### config.mk
export PLATFORM = sky130hd
export DESIGN_NAME = core_fetch_buffer
export DESIGN_NICKNAME = d
export VERILOG_FILES = /design/src/rtl/core_pkg.sv /design/src/rtl/core_sync_fifo.sv /design/src/rtl/core_fetch_buffer.sv
export SDC_FILE = /design/constraint.sdc
export NUM_CORES = 1
export LEC_CHECK = 0
export BUFFER_PORTS_ARGS = -buffer_cell sky130_fd_sc_hd__buf_2
export CAP_MARGIN = 20
export CORE_UTILIZATION = 55
export CTS_CLUSTER_SIZE = 10
export DETAILED_ROUTE_END_ITERATION = 10
export GPL_TIMING_DRIVEN = 0
export PLACE_DENSITY_LB_ADDON = 0.1
export REMOVE_ABC_BUFFERS = 1
export SLEW_MARGIN = 15
export SYNTH_ARGS = -nofsm -noshare
export SYNTH_HDL_FRONTEND = slang
export SYNTH_SLANG_ARGS = --single-unit
### constraint.sdc
create_clock -name i_clk -period 3.3 [get_ports i_clk]
set_input_delay 0.165 -clock i_clk [delete_from_list [all_inputs] [get_ports i_clk]]
set_output_delay 0.165 -clock i_clk [all_outputs]
set_load 0.02 [all_outputs]
### src/rtl/core_pkg.sv
// Shared core definitions: canonical NOP and the fetch-buffer entry layout.
package core_pkg;

  // addi x0, x0, 0 -- what an empty buffer slot decodes as
  localparam logic [31:0] NOP_INSTR = 32'h0000_0013;
  localparam int          CORE_XLEN = 32;

  // One buffered fetch at the default core width. Modules built with a
  // different XLEN declare the same {pc, instr} layout at their own width.
  typedef struct packed {
    logic [CORE_XLEN-1:0] pc;
    logic [31:0]          instr;
  } fetch_entry_t;

endpackage

### src/rtl/core_sync_fifo.sv
// Small synchronous FIFO: head word is read straight out of storage,
// reset initialises every slot, clear only empties the queue.
module core_sync_fifo #(
  parameter int               WIDTH   = 64,
  parameter int               DEPTH   = 2,
  parameter logic [WIDTH-1:0] RST_VAL = '0,
  parameter int               CW      = $clog2(DEPTH+1)
) (
  input  logic             i_clk,
  input  logic             i_rst,
  input  logic             i_clr,
  input  logic             i_wr_en,
  input  logic [WIDTH-1:0] i_wr_data,
  input  logic             i_rd_en,
  output logic [WIDTH-1:0] o_rd_data,
  output logic [CW-1:0]    o_count
);

  localparam int AW = $clog2(DEPTH);

  logic [WIDTH-1:0] mem [DEPTH];
  logic [AW-1:0]    wr_ptr, rd_ptr;
  logic [CW-1:0]    count;
  logic             wr, rd;

  // clear wins over both ports; a read of an empty queue is ignored
  assign wr = i_wr_en & ~i_clr;
  assign rd = i_rd_en & ~i_clr & (count != '0);

  // Storage: reset loads the fill pattern, otherwise write at tail
  always_ff @(posedge i_clk) begin
    if (i_rst) begin
      for (int i = 0; i < DEPTH; i++) mem[i] <= RST_VAL;
    end else if (wr) begin
      mem[wr_ptr] <= i_wr_data;
    end
  end

  // Pointers and occupancy; power-of-two depth makes pointer wrap free
  always_ff @(posedge i_clk) begin
    if (i_rst || i_clr) begin
      wr_ptr <= '0;
      rd_ptr <= '0;
      count  <= '0;
    end else begin
      if (wr) wr_ptr <= wr_ptr + AW'(1);
      if (rd) rd_ptr <= rd_ptr + AW'(1);
      if (wr && !rd)      count <= count + CW'(1);
      else if (!wr && rd) count <= count - CW'(1);
    end
  end

  assign o_rd_data = mem[rd_ptr];
  assign o_count   = count;

  // upstream flow control must never let a write land on a full queue
  a_no_overflow: assert property (@(posedge i_clk) disable iff (i_rst)
    !(wr && !rd && count == CW'(DEPTH)));

endmodule

### src/rtl/core_fetch_buffer.sv
// Fetch buffer between the PC/imem stage and decode. Tracks the single
// in-flight imem request, pairs its PC with the returning word, and queues
// the pair for decode. Flush drops everything except a same-cycle fetch.
module core_fetch_buffer
  import core_pkg::*;
#(
  parameter int XLEN  = 32,
  parameter int DEPTH = 2
) (
  input  logic                         i_clk,
  input  logic                         i_rst,
  input  logic                         i_flush,
  input  logic                         i_fetch_valid,
  input  logic [XLEN-1:0]              i_fetch_pc,
  output logic                         o_fetch_ready,
  input  logic                         i_imem_rvalid,
  input  logic [31:0]                  i_imem_rdata,
  output logic                         o_id_valid,
  output logic [XLEN-1:0]              o_id_pc,
  output logic [31:0]                  o_id_instr,
  input  logic                         i_id_ready,
  output logic [$clog2(DEPTH+1)-1:0]   o_count,
  output logic                         o_err_unexp
);

  localparam int CW = $clog2(DEPTH+1);

  if (DEPTH < 2 || (DEPTH & (DEPTH - 1)) != 0) begin : g_bad_depth
    $error("core_fetch_buffer: DEPTH must be a power of two >= 2");
  end

  typedef struct packed {
    logic [XLEN-1:0] pc;
    logic [31:0]     instr;
  } entry_t;

  localparam int EW = $bits(entry_t);

  logic            pend_q, err_q;
  logic [XLEN-1:0] pend_pc_q;
  logic [CW-1:0]   count;
  logic [CW:0]     occ;
  logic            fetch_acc, enq, deq, unexp;
  entry_t          wr_ent, head;

  // Ready counts the in-flight slot as already used so a response always
  // has room; it deliberately ignores this cycle's dequeue.
  assign occ           = {1'b0, count} + {{CW{1'b0}}, pend_q};
  assign o_fetch_ready = i_flush | (occ < (CW+1)'(DEPTH));
  assign fetch_acc     = i_fetch_valid & o_fetch_ready;

  assign enq   = i_imem_rvalid & pend_q & ~i_flush;
  assign unexp = i_imem_rvalid & ~pend_q & ~i_flush;

  assign o_id_valid = (count != '0) & ~i_flush;
  assign deq        = o_id_valid & i_id_ready;

  assign wr_ent.pc    = pend_pc_q;
  assign wr_ent.instr = i_imem_rdata;

  // In-flight request: set on accept, retired by its response, killed by flush
  always_ff @(posedge i_clk) begin
    if (i_rst) begin
      pend_q    <= 1'b0;
      pend_pc_q <= '0;
    end else begin
      pend_q <= fetch_acc | (pend_q & ~enq & ~i_flush);
      if (fetch_acc) pend_pc_q <= i_fetch_pc;
    end
  end

  // Sticky protocol error: response arrived with nothing outstanding
  always_ff @(posedge i_clk) begin
    if (i_rst)      err_q <= 1'b0;
    else if (unexp) err_q <= 1'b1;
  end

  core_sync_fifo #(
    .WIDTH   (EW),
    .DEPTH   (DEPTH),
    .RST_VAL ({{XLEN{1'b0}}, NOP_INSTR}),
    .CW      (CW)
  ) u_fifo (
    .i_clk     (i_clk),
    .i_rst     (i_rst),
    .i_clr     (i_flush),
    .i_wr_en   (enq),
    .i_wr_data (wr_ent),
    .i_rd_en   (deq),
    .o_rd_data (head),
    .o_count   (count)
  );

  assign o_id_pc     = head.pc;
  assign o_id_instr  = head.instr;
  assign o_count     = count;
  assign o_err_unexp = err_q;

endmodule

# Word-level counts from Yosys, hierarchy flattened

Memories as Yosys holds them, arrays and structs flattened. A register that Yosys moved wholly into a read port is not among the register bits.
Index checks and enable logic that the tools add are counted.

Memories: 1
Input bits: 70
Bits in registers: 38
Output and inout port bits: 69
Memory bits (writable): 128

Reduce and logical (&&, ||, !) cells: 8
Add/sub/neg operators: 5
Muxes and demuxes: 12
Bitwise logic cells: 17
Order comparisons: 1

Memory list:

| name       | words | bits a word | rd ports | clocked after Yosys merged registers in | write ports | RTL line             | text |
|---|---|---|---|---|---|---|---|
| u_fifo.mem | 2     | 64          | 1        | 1                                       | 2           | core_sync_fifo.sv:21 | `logic [WIDTH-1:0] mem [DEPTH];` |

Operators with widths:

| cell                                               | number |
|---|---|
| 2-to-1 mux 64 bit                                  | 1 |
| OR reduction 64 bit                                | 1 |
| bitwise AND 1 bit                                  | 12 |
| 2-to-1 mux 1 bit                                   | 9 |
| 2-to-1 mux 2 bit                                   | 2 |
| nonzero test 2 bit                                 | 2 |
| adder 2 x 1 -> 3 bit                               | 1 |
| < comparator 3 x 2 -> 1 bit, second input constant | 1 |
| inverter 1 bit                                     | 3 |
| adder 1 bit, second input constant                 | 2 |
| adder 2 x 1 -> 2 bit, second input constant        | 1 |
| logical AND 1 bit                                  | 2 |
| zero test 1 bit                                    | 2 |
| bitwise OR 1 bit                                   | 2 |
| subtractor 2 x 1 -> 2 bit, second input constant   | 1 |
| logical OR 1 bit                                   | 1 |

# Longest topological paths before layout

Word-level depth: 8
Depth in mapped cells: 7

# Hierarchy

A second synthesis with hierarchy kept.

Cell total of the unflattened synthesis: 541
Area, all modules: 7489.7 um^2

By module, submodules not included:

| module            | sequential area each (um^2) | area each (um^2) | instances | cells an instance |
|---|---|---|---|---|
| core_sync_fifo    | 3943.8                      | 5933.2           | 1         | 386 |
| core_fetch_buffer | 680.7                       | 1556.5           | 1         | 155 |

# Worst setup path after synthesis

No wires, ideal clock.

Path type: reg-to-reg
Start point: register pend_q
End point: memory u_fifo.mem[0][0] (enable)
Stages on the path, launching flop included: 4
Buffers on the path: 1
Slack: 0.777 ns
Arrival time: 2.103 ns
Period minus slack after synthesis: 2.523 ns
Path through: dfxtp_1 -> and3b_2 -> buf_2 -> a21o_1

RTL lines:

| item                     | RTL line                | text |
|---|---|---|
| start: declaration       | core_fetch_buffer.sv:39 | `logic pend_q, err_q;` |
| start signal: assignment | core_fetch_buffer.sv:67 | `pend_q <= fetch_acc \| (pend_q & ~enq & ~i_flush);` |
| end: declaration         | core_sync_fifo.sv:21    |  |

==> impl_metrics.py <==
metrics = {
    "clock_network": {
        "clk_pin_slew_ns": 0.06,
        "htreeDepth": 4,
        "insertion_delay_ns": 0.42,
        "cts_root_buf": "clkbuf_16",
        "cts_resized": 0,
        "cts-buffers-inserted": 17,
        "cts_tree": "yes",
        "cts_sinks": 167,
        "clk_path_buf_depth": 2,
    },
    "pwr": {
        "p_leak_uw": 0.00377,
        "power.total_uw": 4750,
        "power_density_nw_per_um2": 521,
        "peakVddDrop_mv": 0.308,
    },
    "cells_and_area": {
        "diodes": 0,
        "final_nets": 753,
        "drive_above_1_share_pct": 36.1,
        "final_cells": 867,
        "fillers": 897,
        "area_growth_pct": 24.4,
        "stdcell_area_sq_um": 9130,
    },
    "timing": {
        "worstMarginPinSlew_ns": 0.963,
        "slew_violations": 0,
        "setup-violations-final": 0,
        "min_period_over_period_pct": 59.2,
        "finalClockSkew_ns": 0.00813,
        "hold_viol_final": 0,
        "min_period_ns": 1.95,
        "tns_ns": 0,
        "slew-limit-headroom_pct": 35.8,
        "rsz0062_at_grt": "false",
        "max_freq_mhz": 512,
    },
    "placement": {
        "port-buffer-count": 138,
        "hpwl_um": 8580,
        "gp_congestion": 0.690,
        "dp_cells": 808,
        "dpl_cell_area_sq_um": 8260,
    },
    "floorplanning": {
        "num_io_pins": 139,
        "start_util_pct": 57.2,
        "core_area_sq_um": 12800,
        "die_w_um": 118,
        "die-area_sq_um": 13800,
        "floorplan.rows": 41,
        "die_h_um": 118,
    },
    "job": {
        "maxCapViolations": 0,
    },
    "worst_setup_path": {
        "cp-start-kind": "flop",
        "worstPathArrival_ns": 1.79,
        "path_class": "flop to output pin",
        "cp-end-kind": "output pin",
        "worstPathRequired_ns": 3.13,
        "path_max_fanout": 52,
    },
    "grt": {
        "grt_pass1_vias": 4539,
        "grt_overflow_total": 0,
        "grt_max_degree": 74,
        "grt_pass1_wl_um": 22200,
        "antenna_found_initial": 0,
        "grt_usage_pct": 21.0,
    },
    "synth": {
        "synth-seq-cells": 167,
        "synth_top_cells_by_area": "edfxtp_1 (52%), dfxtp_1 (11%), and2_1 (10%)",
        "synth_top_area_share_pct": 52.4,
        "synthesis.area_sq_um": 7340,
        "yosys_warnings": 0,
        "synthCells": 521,
        "synth_edf_count": 128,
        "ys_types": 31,
        "async_reset_ff_share_pct": 0,
        "yosysMostFrequentCell": "edfxtp_1",
        "synthTopCellsByCount": "edfxtp_1 (128), and2_1 (122), nand2b_1 (66), mux2_2 (64), dfxtp_1 (39)",
        "yosysSeqAreaShare_pct": 63.0,
        "yosys_most_used_dff": "edfxtp_1",
        "yosysTopAreaCell": "edfxtp_1",
        "synth.avg_cell_area_sq_um": 14.1,
    },
    "detailed_routing": {
        "drt_first_pass_iters": 4,
        "via_count": 4364,
        "wl_per_cell_um": 15.9,
        "viasPerCell": 5.03,
        "finalWirelength_um": 13800,
        "detail-route-antenna-nets": 0,
        "drtIter0Drc": 302,
        "post-route-drc-count": 0,
    },
    "worst_hold_path": {
        "min_path_type": "input pin to flop",
    },
    "status": {
        "status": "finished clean",
    },
}
-- cell type report --
type	count	area (sq um)	share of cell area, %
flip-flops and latches	167	4630	50.7
multi-input cells	320	2510	27.5
repair buffers	175	1170	12.8
clock buffers	21	450	4.93
well taps	172	215	2.36
clock inverters	11	154	1.69
inverters	1	3.75	0.0411
-- repair_timing --
item / in CTS / in global routing
endpoints found under the hold margin: 28 / 0
buffers inserted: 0 / 0
hold buffers: 27 / 0
-- registers in the layout (all words and copies together) (netlist names), named ones only --
register	cells
u_fifo.mem	128
pend_pc_q	32
u_fifo.o_count	2
o_err_unexp	1
pend_q	1
u_fifo.rd_ptr	1
u_fifo.wr_ptr	1
-- power breakdown --
part / total (uW) / internal, uW / switching [uW]
clock: 2030 / 1270 / 755
combinational: 346 / 163 / 184
sequential: 2380 / 2350 / 32.6
-- cells in the final DEF, fill, tap and decap left out, types with 2 or more instances in the layout --
cell type and count:
o21ai_0 3, and2_1 122, buf_16 5, nand2b_1 66, a21o_4 2, clkinv_2 6
xor2_1 2, edfxtp_1 128, buf_8 4, clkbuf_16 17, or2b_1 4, mux2_2 64
or3_1 2, nor2_1 4, nor3_1 2, dlygate4sd3_1 27, clkbuf_1 3, buf_2 138
bufinv_16 4, mux2i_1 34, nand2_1 3, dfxtp_1 38, nor3_4 2
-- routing by layer --
layer / track usage (%) / routed length [um] / vias up
met4: 10.1 / 278 / 0
met5: 0 / 0 / -
met1: 25.0 / 5680 / 2100
met2: 36.1 / 7090 / 120
li1: - / - / 2126
met3: 4.70 / 713 / 18
-- worst paths after layout --
| path | startpoint | end | slack, ns | cells after the start |
|---|---|---|---|---|
| worst max-delay path | flop | o_id_instr[10] | 1.35 | 3 |
| worst min-delay path | i_fetch_pc[14] | pend_pc_q[14] | 0.01 | 3 |
| worst max register to register | u_fifo.wr_ptr | u_fifo.mem[1][4] | 1.37 | 5 |
| worst min register to register | pend_pc_q[9] | pend_pc_q[9] | 0.47 | 2 |
-- through the flow --
stage / worst slack (ns) / hold WS, ns / utilization [%]
after floorplan: 0.842 / 0.234 / -
after global placement: -0.231 / 0.424 / 62.6
after detailed placement: 1.02 / 0.434 / 64.4
after CTS: 1.32 / 0.00121 / 71.2
after global routing: 1.27 / 0.0120 / 71.2
final: 1.35 / 0.0127 / 71.2
-- worst max-delay path, stage by stage, from the launching register on --
cell	delay, ns
dfxtp_4	0.49
buf_16	0.31
mux2_2	0.38
buf_2	0.16
-- cell families after synthesis --
group | Yosys count | share of synthesized area, %
AND/OR/NAND/NOR | 208 | 18.0
adder cells (fa/ha/maj) | 1 | 0.170
AO/OA/AOI/OAI | 10 | 0.937
multiplexers | 98 | 14.5
buffers and inverters | 34 | 3.05
flip-flops | 167 | 63.0
XOR/XNOR | 3 | 0.358
(Power assumes the default switching activity.)
